<file path="src/rtl/rr_arb_mux_pkg.sv">
// Shared constants and helpers for the rr_arb_mux arbitrating multiplexer.
package rr_arb_mux_pkg;

    localparam int unsigned STAT_CNT_W   = 16;
    localparam logic [15:0] STAT_CNT_MAX = 16'hFFFF;

    // Mod-n increment; wraps explicitly so non-power-of-2 channel counts work.
    function automatic int unsigned next_idx(input int unsigned idx, input int unsigned n);
        return (idx >= n - 1) ? 0 : idx + 1;
    endfunction

endpackage

</file>
<file path="src/rtl/rr_arbiter.sv">
// Combinational arbiter: round-robin starting after the pointer, or fixed lowest-index priority.
module rr_arbiter
    import rr_arb_mux_pkg::*;
#(
    parameter int unsigned N     = 4,
    parameter int unsigned SEL_W = 2
) (
    input  logic [N-1:0]     req,
    input  logic [SEL_W-1:0] last,
    input  logic             rr_mode,
    output logic [N-1:0]     grant,
    output logic [SEL_W-1:0] grant_idx
);

    logic             found;
    logic [SEL_W-1:0] idx;

    always_comb begin
        grant     = '0;
        grant_idx = '0;
        found     = 1'b0;
        idx       = '0;
        if (rr_mode) begin
            idx = SEL_W'(next_idx(32'(last), N));
            for (int k = 0; k < int'(N); k++) begin
                if (!found && req[idx]) begin
                    found      = 1'b1;
                    grant_idx  = idx;
                    grant[idx] = 1'b1;
                end
                idx = SEL_W'(next_idx(32'(idx), N));
            end
        end else begin
            for (int i = 0; i < int'(N); i++) begin
                if (!found && req[i]) begin
                    found     = 1'b1;
                    grant_idx = SEL_W'(i);
                    grant[i]  = 1'b1;
                end
            end
        end
    end

endmodule

</file>
<file path="src/rtl/rr_arb_mux.sv">
// N-way arbitrating mux with valid/ready handshakes and a single registered output stage.
// Optional per-channel grant counters when RR_ARB_MUX_STATS_EN is defined.
module rr_arb_mux
    import rr_arb_mux_pkg::*;
#(
    parameter int unsigned WIDTH = 32,
    parameter int unsigned N     = 4,
    localparam int unsigned SEL_W = $clog2(N)
) (
    input  logic               CLK,
    input  logic               Reset,
    input  logic               rr_mode,
    input  logic [N-1:0]       in_valid,
    input  logic [N*WIDTH-1:0] in_data,
    output logic [N-1:0]       in_ready,
    output logic               out_valid,
    output logic [WIDTH-1:0]   out_data,
    output logic [SEL_W-1:0]   out_src,
    input  logic               out_ready
`ifdef RR_ARB_MUX_STATS_EN
    ,
    output logic [N*STAT_CNT_W-1:0] grant_cnt
`endif
);

    logic [SEL_W-1:0] last;
    logic [N-1:0]     grant;
    logic [SEL_W-1:0] grant_idx;
    logic             load_en;
    logic             fire;

    rr_arbiter #(
        .N     (N),
        .SEL_W (SEL_W)
    ) u_arbiter (
        .req       (in_valid),
        .last      (last),
        .rr_mode   (rr_mode),
        .grant     (grant),
        .grant_idx (grant_idx)
    );

    assign load_en  = !out_valid || out_ready;
    assign fire     = load_en && (|in_valid);
    assign in_ready = load_en ? grant : '0;

    always_ff @(posedge CLK or posedge Reset) begin
        if (Reset) begin
            out_valid <= 1'b0;
            out_data  <= '0;
            out_src   <= '0;
            last      <= SEL_W'(N - 1);
        end else if (fire) begin
            out_valid <= 1'b1;
            out_data  <= in_data[32'(grant_idx) * WIDTH +: WIDTH];
            out_src   <= grant_idx;
            last      <= grant_idx;
        end else if (out_ready) begin
            // Drained with nothing to replace it; data/src keep stale values.
            out_valid <= 1'b0;
        end
    end

`ifdef RR_ARB_MUX_STATS_EN
    for (genvar i = 0; i < int'(N); i++) begin : g_stat
        logic [STAT_CNT_W-1:0] cnt;
        always_ff @(posedge CLK or posedge Reset) begin
            if (Reset) begin
                cnt <= '0;
            end else if (fire && grant[i] && cnt != STAT_CNT_MAX) begin
                cnt <= cnt + 16'd1;
            end
        end
        assign grant_cnt[i*STAT_CNT_W +: STAT_CNT_W] = cnt;
    end
`endif

endmodule

</file>
<file path="config.mk">
export PLATFORM = sky130hd
export DESIGN_NAME = rr_arb_mux
export DESIGN_NICKNAME = d
export VERILOG_FILES = /design/src/rtl/rr_arb_mux_pkg.sv /design/src/rtl/rr_arbiter.sv /design/src/rtl/rr_arb_mux.sv
export SDC_FILE = /design/constraint.sdc
export NUM_CORES = 1
export LEC_CHECK = 0
export BUFFER_PORTS_ARGS = -buffer_cell sky130_fd_sc_hd__buf_4
export CAP_MARGIN = 30
export CORE_MARGIN = 3
export CORE_UTILIZATION = 35
export CTS_CLUSTER_SIZE = 12
export DETAILED_ROUTE_END_ITERATION = 12
export PLACE_DENSITY_LB_ADDON = 0.3
export SETUP_SLACK_MARGIN = 0.3
export SYNTH_ARGS = -nofsm -noshare
export SYNTH_HDL_FRONTEND = slang
export SYNTH_SLANG_ARGS = --single-unit
</file>
<file path="constraint.sdc">
create_clock -name CLK -period 3.58 [get_ports CLK]
set_input_delay 0.716 -clock CLK [delete_from_list [all_inputs] [get_ports CLK]]
set_output_delay 0.716 -clock CLK [all_outputs]
set_load 0.05 [all_outputs]
</file>
==> results of run 1 <==
==> final cells by class <==
| class | instances | area (um2) | area share |
|---|---|---|---|
| multi-input combinational | 205 | 1960 | 0.423 |
| tap | 102 | 128 | 0.0275 |
| clock inverter | 1 | 30.0 | 0.00647 |
| sequential | 37 | 928 | 0.200 |
| inverter | 5 | 18.8 | 0.00404 |
| clock buffer | 7 | 86.3 | 0.0186 |
| timing repair buffer | 193 | 1490 | 0.321 |
==> cells by family after synthesis <==
family	count (synthesis)	synth area share
flops	37	0.316
xor+xnor	1	0.00298
simple gates	62	0.101
buf+inv	28	0.0673
fa+ha+maj	7	0.0298
compound gates	69	0.253
mux	66	0.229
==> placed cells by master, fill, tap and decap left out, types with 2 or more instances in the layout <==
master,Yosys,layout
sky130_fd_sc_hd__buf_4,3,187
sky130_fd_sc_hd__mux2i_1,65,65
sky130_fd_sc_hd__nand2_1,40,39
sky130_fd_sc_hd__dfrtp_1,35,35
sky130_fd_sc_hd__o221ai_2,30,30
sky130_fd_sc_hd__a21oi_1,7,6
sky130_fd_sc_hd__clkbuf_8,0,6
sky130_fd_sc_hd__o21ai_0,5,5
sky130_fd_sc_hd__ha_1,7,5
sky130_fd_sc_hd__nor2_1,5,4
sky130_fd_sc_hd__inv_1,5,4
sky130_fd_sc_hd__buf_6,2,4
sky130_fd_sc_hd__nor2b_1,3,3
sky130_fd_sc_hd__nor3_2,1,3
sky130_fd_sc_hd__a221oi_2,0,3
sky130_fd_sc_hd__o211ai_1,2,2
sky130_fd_sc_hd__nand2b_1,2,2
sky130_fd_sc_hd__a22oi_1,3,2
sky130_fd_sc_hd__a21boi_2,1,2
sky130_fd_sc_hd__a221oi_1,5,2
sky130_fd_sc_hd__a221o_1,2,2
sky130_fd_sc_hd__o221ai_1,2,2
sky130_fd_sc_hd__ha_4,0,2
sky130_fd_sc_hd__dfstp_2,2,2
sky130_fd_sc_hd__buf_12,3,2
==> final timing paths <==
kind	startpoint	end	slack (ns)	cells past startpoint
max	last[0]	in_ready[3]	0.31	9
max in group asynchronous	Reset	last[0]	2.26	3
min reg2reg	out_src[1]	out_src[1]	0.49	2
max reg2reg	last[1]	out_data[15]	0.72	11
min in group asynchronous	Reset	out_data[29]	0.53	2
min	out_src[1]	out_src[1]	0.49	2
==> critical path: cells and delay by family (launching register included) <==
kind | cells | cell delay [ns]
compound gates | 5 | 0.79
flops | 1 | 0.60
buf+inv | 2 | 0.37
fa+ha+maj | 1 | 0.15
simple gates | 1 | 0.38
==> flip-flops by register name, indices dropped and copies added, names as in the netlist <==
name       flops
last           2
out_data      32
out_src        2
out_valid      1
==> power by group <==
part	internal, W	switching (W)	total [W]	leakage, nW
logic	0.000608	0.000917	0.00153	1.80
clock network	0.000227	0.000155	0.000382	0.0585
registers	0.000533	0.0000666	0.000599	0.447
total	0.00137	0.00114	0.00251	2.31
==> timing repair <==
| item | 4_1_cts | 5_1_grt |
|---|---|---|
| pin swaps | 1 | 5 |
| gates cloned | 0 | 0 |
| resized for setup | 12 | 13 |
| setup buffers | 4 | 8 |
| endpoints found under the setup margin | 4 | 4 |
==> metrics by stage <==
step           cell area, um2  worst slack (ns)  hold slack (ns)
2_1_floorplan            2950             0.204            0.474
3_3_place_gp             4310             0.294            0.464
3_5_place_dp             4310             0.250            0.469
4_1_cts                  4520             0.300            0.485
5_1_grt                  4640             0.216            0.518
6_report                 4640             0.308            0.486
==> layer usage <==
layer  up-vias  track usage  wire length [um]
met2       147        0.329              4770
met4         0       0.0458               165
met5         -            0                 0
met3        18       0.0488               781
met1      1372        0.229              3620
li1       1389            -                 -
==> results.md, run 1 <==
Drt:
- Dividing the detail-routed wire length by the instance count gives 17.0 um.
- In the routed design, unresolved DRC markers number 0.
- The number of search-and-repair iterations in the first detailed-routing pass is 4.
- The number of DRC markers in iteration 0 is 98.
- The via-per-instance ratio is 5.32.
- The number of routed nets with antenna violations is 0.
- The final route contains roughly 2.9k vias.
- Summed over all layers, the routed wires come to about 9.3 mm.

Die:
- The die outline area is approximately 9500 um2.
- The die boundary width is 97.6 um.
- From bottom edge to top edge, the die measures roughly 100 um.
- Pin placement for this block handled 175 I/O pins.
- In this run the core area contains 32 standard-cell rows.
- The initial utilization of the core area, before any placement, comes to 0.370.
- The core footprint is 7930 um2.

STA:
- The period utilization is 0.914.
- Setup violations remaining at the end of the flow were counted as 0.
- Setup repair after global routing could not meet its margin everywhere.
- The post-layout minimum cycle time is 3.27 ns.
- The final count of hold timing violations was 0.
- Summed over all failing endpoints, the final setup total negative slack is 0 ns.
- For the pin with the worst max-slew slack, the measured transition is between 0.6 and 0.7 ns.
- Static timing analysis puts the maximum clock frequency at 306 MHz.
- The count of pins over their slew limit came to 0.
- The maximum clock skew at final layout is approximately 0.0043 ns.
- Headroom to the max-slew limit came out at 0.547.

CTS:
- The number of hold buffers added after CTS is 0.
- The H-tree depth reported by CTS is 2.
- The maximum number of buffers from clock root to sink is 2.
- The number of clock buffers added by TritonCTS is 5.
- After clock tree synthesis, the clock-pin slew on the worst setup and hold paths is around 0.080 ns.
- TritonCTS built the clock tree.
- The root buffer cell chosen for the clock tree is sky130_fd_sc_hd__clkbuf_8.
- The TritonCTS sink count is 37.
- At the later pin of the worst-skew pair, clock insertion delay measures 0.28 ns.

Worst setup path:
- The setup path with the least slack is of type register to output port.
- The signal on the critical path passes through ha_4, buf_4, o21ba_2, a22oi_1, or3_4, a211oi_4, o211ai_1, o31ai_2, buf_6.
- The peak per-stage delay on the critical path is 0.60 ns.
- STA classifies the critical path endpoint as an output port.
- The worst setup path is launched from a register.
- The top fanout value on the critical path is 7.
- Data on the critical path arrives at its endpoint at about 2.6 ns.
- The data required time at the worst endpoint is between 2 and 3 ns.
- The slowest library cell on the worst path is sky130_fd_sc_hd__dfstp_2.

Power:
- Summed over all cells, the static leakage comes to ~2.3 nW.
- VDD sags by at most approximately 0.28 mV.
- After layout, the design draws a total of around 0.0025 W.
- For this design the ratio of total power to cell area is approximately 540 nW/um2.

Final layout:
- Once layout is complete, the cells apart from fillers number between 500 and 600.
- 0 antenna diodes ended up in the layout.
- The fraction of layout cells with a size suffix above 1 is 0.583.
- Measured on the finished design, the core utilization comes to 0.586.
- Compared with the post-synthesis result, the final layout area differs by 58.2%.
- The number of fill cells in the layout is 710.
- For this run, the post-layout net count is 590.

Synthesis:
- In this run, distinct cell masters in the synthesized netlist total 46.
- Of all flip-flops after synthesis, the portion carrying an async set or reset was 1.00.
- The top cell type by total area after synthesis is sky130_fd_sc_hd__dfrtp_1.
- The synthesized design contains 0 enable-type register cells.
- A synthesized cell averages around 11 um2.
- The flop and latch count out of synthesis is 37.
- The most numerous cell in the Yosys netlist is sky130_fd_sc_hd__mux2i_1.
- After synthesis, the cell types taking the most area are sky130_fd_sc_hd__dfrtp_1, sky130_fd_sc_hd__mux2i_1, sky130_fd_sc_hd__o221ai_2.
- The number of instances in the synthesized netlist is 270.
- The share of the Yosys chip area taken by registers is 0.316.
- The combined area of all synthesized cells is roughly 3000 um2.
- The Yosys step of the flow raised 0 warnings.
- The top flip-flop cell by instance count after synthesis is sky130_fd_sc_hd__dfrtp_1.
- The top cell type's share of synthesized area is 0.298.
- After synthesis, the most frequently instantiated cells are sky130_fd_sc_hd__mux2i_1, sky130_fd_sc_hd__nand2_1, sky130_fd_sc_hd__dfrtp_1, sky130_fd_sc_hd__o221ai_2, sky130_fd_sc_hd__buf_2.
- When the netlist entered floorplanning its net count stood at 413.

Global routing:
- The number of antenna violations at the first check in global routing is 0.
- The global route total overflow is 0.
- The maximum number of pins on one net before global-route repair is 39.
- In the global route stage, overall resource usage came out at 0.188.
- The global-route wire length before repair is between 10 and 15 mm.
- The number of global-route vias before repair is ~3k.

Hold path:
- The class of the tightest hold or removal check is register to register.

Outcome:
- The run finished with clean final reports.

Placement:
- The final weighted congestion of routability-driven global placement is between 0.8 and 0.9.
- The count of input and output buffers is ~170.
- The wire-length estimate of the detail-placed layout is approximately 7 mm.
- The cell count after placement is 530.

Run:
- The max-capacitance violation count is 0.
(Power assumes the default switching activity.)
==> inputs of run 2 (changes only) <==
- ABC_AREA: not set -> 1
- CAP_MARGIN: 30 -> not set
- SYNTH_HIERARCHICAL: not set -> 1
==> results.md, run 2 <==
Synthesis:
- The distinct cell type count after synthesis is 19 (-59%).
- The commonest cells after synthesis are sky130_fd_sc_hd__nand2_1, sky130_fd_sc_hd__inv_1, sky130_fd_sc_hd__nand3_1, sky130_fd_sc_hd__dfrtp_1, sky130_fd_sc_hd__buf_2.
- The count of flip-flops with a built-in enable after synthesis is 0 (unchanged).
- By area the synthesized netlist is led by sky130_fd_sc_hd__nand2_1, sky130_fd_sc_hd__dfrtp_1, sky130_fd_sc_hd__inv_1.
- The number of instances in the synthesized netlist came to 662 (+150%).
- The proportion of synthesized flip-flops having asynchronous set or reset is 1.00 (unchanged).
- The combined area of all synthesized cells is 3660 um2 (+25%).
- The top cell type by total area after synthesis is sky130_fd_sc_hd__nand2_1.
- The synthesized net count came to 806 (+95%).
- The mean instance size in the synthesized netlist is 5.53 um2 (-49%).
- The count of yosys warnings during synthesis was 6 (+6).
- The top cell type's share of synthesized area is 0.326 (+0.0278).
- The top flip-flop cell by instance count after synthesis is sky130_fd_sc_hd__dfrtp_1.
- The flop and latch count out of synthesis is 37 (unchanged).
- The sequential area share after synthesis was 0.254 (-0.0626).
- The most numerous cell in the Yosys netlist is sky130_fd_sc_hd__nand2_1.

Die:
- The die outline area is 11,700 um2 (+23%).
- The initial cell density of the core is 0.368 (-0.00265).
- The die height is 108 um (+11%).
- The floorplan row count is 36 (+13%).
- The die boundary width is 108 um (+11%).
- The core footprint is 9950 um2 (+26%).
- The I/O pin count came to 175 (unchanged).

CTS:
- The TritonCTS clock tree is done.
- The TritonCTS sink count was 37 (unchanged).
- In this run the clock root is driven by a sky130_fd_sc_hd__clkbuf_8.
- The clock-pin slew reported for the worst setup and hold paths after clock tree synthesis is 0.07 ns (about the same).
- The number of hold buffers added after CTS is 0 (unchanged).
- The number of CTS-inserted buffers was 5 (unchanged).
- The H-tree depth reported by CTS is 2 (unchanged).
- The latest clock arrival within the worst-skew pair was 0.29 ns (about the same).
- The maximum number of buffers from clock root to sink is 2 (unchanged).

Final layout:
- In the layout the commonest cells are sky130_fd_sc_hd__nand2_1, sky130_fd_sc_hd__buf_4, sky130_fd_sc_hd__inv_1.
- The layout-stage area growth over the synthesis result is 41.8%.
- The non-filler instance count after layout came to 959 (+74%).
- The final layout net count is 970 (+64%).
- The fraction of layout cells with a size suffix above 1 is 0.280 (-0.303).
- The finished layout cell area is 5190 um2 (+12%).
- The share of the core filled with cells in the final layout is 0.521 (-0.0645).
- The number of antenna repair diodes is 0 (unchanged).
- The largest registers in the layout are out_data (32), last (2), out_src (2).
- Counting flops per register, the top entry is out_data.
- The most common cell after layout, fill and taps aside is sky130_fd_sc_hd__nand2_1.
- The flip-flop count of the largest register after layout is 32 (unchanged).

Global routing:
- The number of global-route vias before repair is 3,662 (+22%).
- The global-route total usage across every layer is 0.180 (-0.00804).
- The number of antenna violations at the first check in global routing came to 0 (unchanged).
- The maximum number of pins on one net before global-route repair is 66 (+69%).
- The global-route wire length before repair was 17.3 mm (+17%).
- The global route total overflow is 0 (unchanged).

STA:
- The count of pins over their slew limit is 0 (unchanged).
- The period utilization was 0.869 (-0.0453).
- The maximum achievable frequency came to 322 MHz (+5.2%).
- The remaining max-slew budget at the tightest pin came to 0.464 (-0.0833).
- The slew at the pin closest to its max-slew limit is 0.803 ns (+0.125 ns).
- The setup TNS is 0 ns (unchanged).
- The post-layout minimum cycle time is 3.11 ns (-0.162 ns).
- The number of setup violations in the final report is 0 (unchanged).
- The final count of hold timing violations came to 0 (unchanged).
- Setup repair after global routing left no endpoint under its margin.
- The maximum clock skew at final layout is 0.00983 ns (+0.00550 ns).
- The final critical-path setup slack is 0.470 ns (+0.162 ns).

Power:
- The static leakage is 3.38 nW (+46%).
- The worst-case vdd ir drop is 0.468 mV (+64%).
- The power density relative to cell area is 915 nW/um2 (+70%).

Placement:
- The cell count after placement came to 946 (+78%).
- The pre-CTS setup slack is 0.349 ns (+0.0988 ns).
- The final weighted congestion of routability-driven global placement is 0.866 (-1.9%).
- The post-place instance area is 4980 um2 (+15%).
- The sum of net half-perimeters after detailed placement is 7.76 mm (+11%).
- The count of input and output buffers came to 174 (unchanged).

Drt:
- The number of search-and-repair iterations in the first detailed-routing pass came to 4 (unchanged).
- The via-per-instance ratio was 4.31 (-19%).
- The routed via count is 4,133 (+41%).
- The number of DRC markers in iteration 0 is 207 (+110%).
- The final routed DRC violation total is 0 (unchanged).
- The post-detailed-route wirelength per cell is 11.1 um (-35%).
- The number of routed nets with antenna violations was 0 (unchanged).
- The total wire length after detailed routing is 10.6 mm (+14%).

Worst setup path:
- Walking the worst path, the cells encountered are inv_4, ha_4, inv_4, nand2_1, nand2_1, nand2_1, nand2_4, nor2_4, nand3_1, nand3_1, nand2_1, nand2_1, inv_1, nor2_2, buf_6.
- The buffering stage count on the worst path with inverters included is 4 (+2).
- The arrival time of data at the critical path endpoint came to 2.39 ns (-0.17 ns).
- The worst setup path is launched from a register.
- The peak per-stage delay on the critical path is 0.61 ns (about the same).
- Among the stages of the critical path, the cell type that occurs most often is sky130_fd_sc_hd__nand2_1.
- The type of the worst setup path is register to output port.
- The cell class contributing the biggest share of worst-path delay is simple AND/OR/NAND/NOR gates.
- The top fanout value on the critical path was 6 (-1).
- The worst setup path is captured at an output port.
- The largest individual stage delay along the critical path comes from the cell sky130_fd_sc_hd__dfstp_2.
- The data required time at the worst endpoint is 2.86 ns (about the same).

Hold path:
- The class of the tightest hold or removal check is register to register.

Run:
- The max-capacitance violation count is 0 (unchanged).

Outcome:
- The run finished with clean final reports.
==> run 2: logic make-up (layout without fill, tap and decap cells) <==
kind of cell    Yosys count  count (layout)  synth area share
flops                    37              37             0.254
compound gates            3               3           0.00410
fa+ha+maj                 8               8            0.0273
simple gates            433             434             0.499
buf+inv                 181             344             0.216
==> run 2: tightest hold or removal path: cells and delay by family (launching register included) <==
kind,cells,cell delay [ns]
flip-flops,1,0.35
AND/OR/NAND/NOR,2,0.10
==> run 2: layout make-up <==
| type | count | area, um2 |
|---|---|---|
| Clock buffer | 6 | 82.6 |
| Clock inverter | 1 | 7.51 |
| Fill cell | 1070 | 4760 |
| Inverter | 153 | 579 |
| Multi-Input combinational cell | 445 | 2010 |
| Sequential cell | 37 | 928 |
| Tap cell | 133 | 166 |
| Timing Repair Buffer | 184 | 1420 |
==> run 2: path summary, 6_finish.rpt <==
path / from / to / slack [ns] / depth (start not counted)
hold / removal: out_data[12] / out_data[12] / 0.48 / 2
min in group asynchronous: Reset / out_data[31] / 0.59 / 2
setup / recovery: last[0] / in_ready[2] / 0.47 / 15
hold reg to reg: out_data[12] / out_data[12] / 0.48 / 2
max in group asynchronous: Reset / out_data[4] / 2.48 / 2
setup reg to reg: last[1] / out_data[2] / 0.64 / 19
==> run 2: through the flow <==
step                total power [W]  hold WS [ns]
floorplan                   0.00350         0.481
global placement            0.00429         0.464
detailed placement          0.00431         0.466
CTS                         0.00470         0.487
global route                0.00525         0.509
finish                      0.00475         0.482
==> run 2: report_power, final <==
group,internal [W],switching [W]
Clock,0.000152,0.000150
Sequential,0.000635,0.000131
Combinational,0.00121,0.00247
Total,0.00200,0.00275
==> run 2: layer usage <==
layer	vias to the layer above	share of wire	wire, um	global-route usage
li1	2230	-	-	-
met1	1780	0.43	4590	0.234
met2	119	0.48	5130	0.305
met3	4	0.079	841	0.0400
met4	0	0.0066	70	0.0379
met5	-	0	0	0
==> run 2: what timing repair did <==
action,in CTS,in global routing
endpoints found under the setup margin,4,37
pin swaps,1,5
gates cloned,1,0
gates resized for setup,3,13
setup buffers,3,2
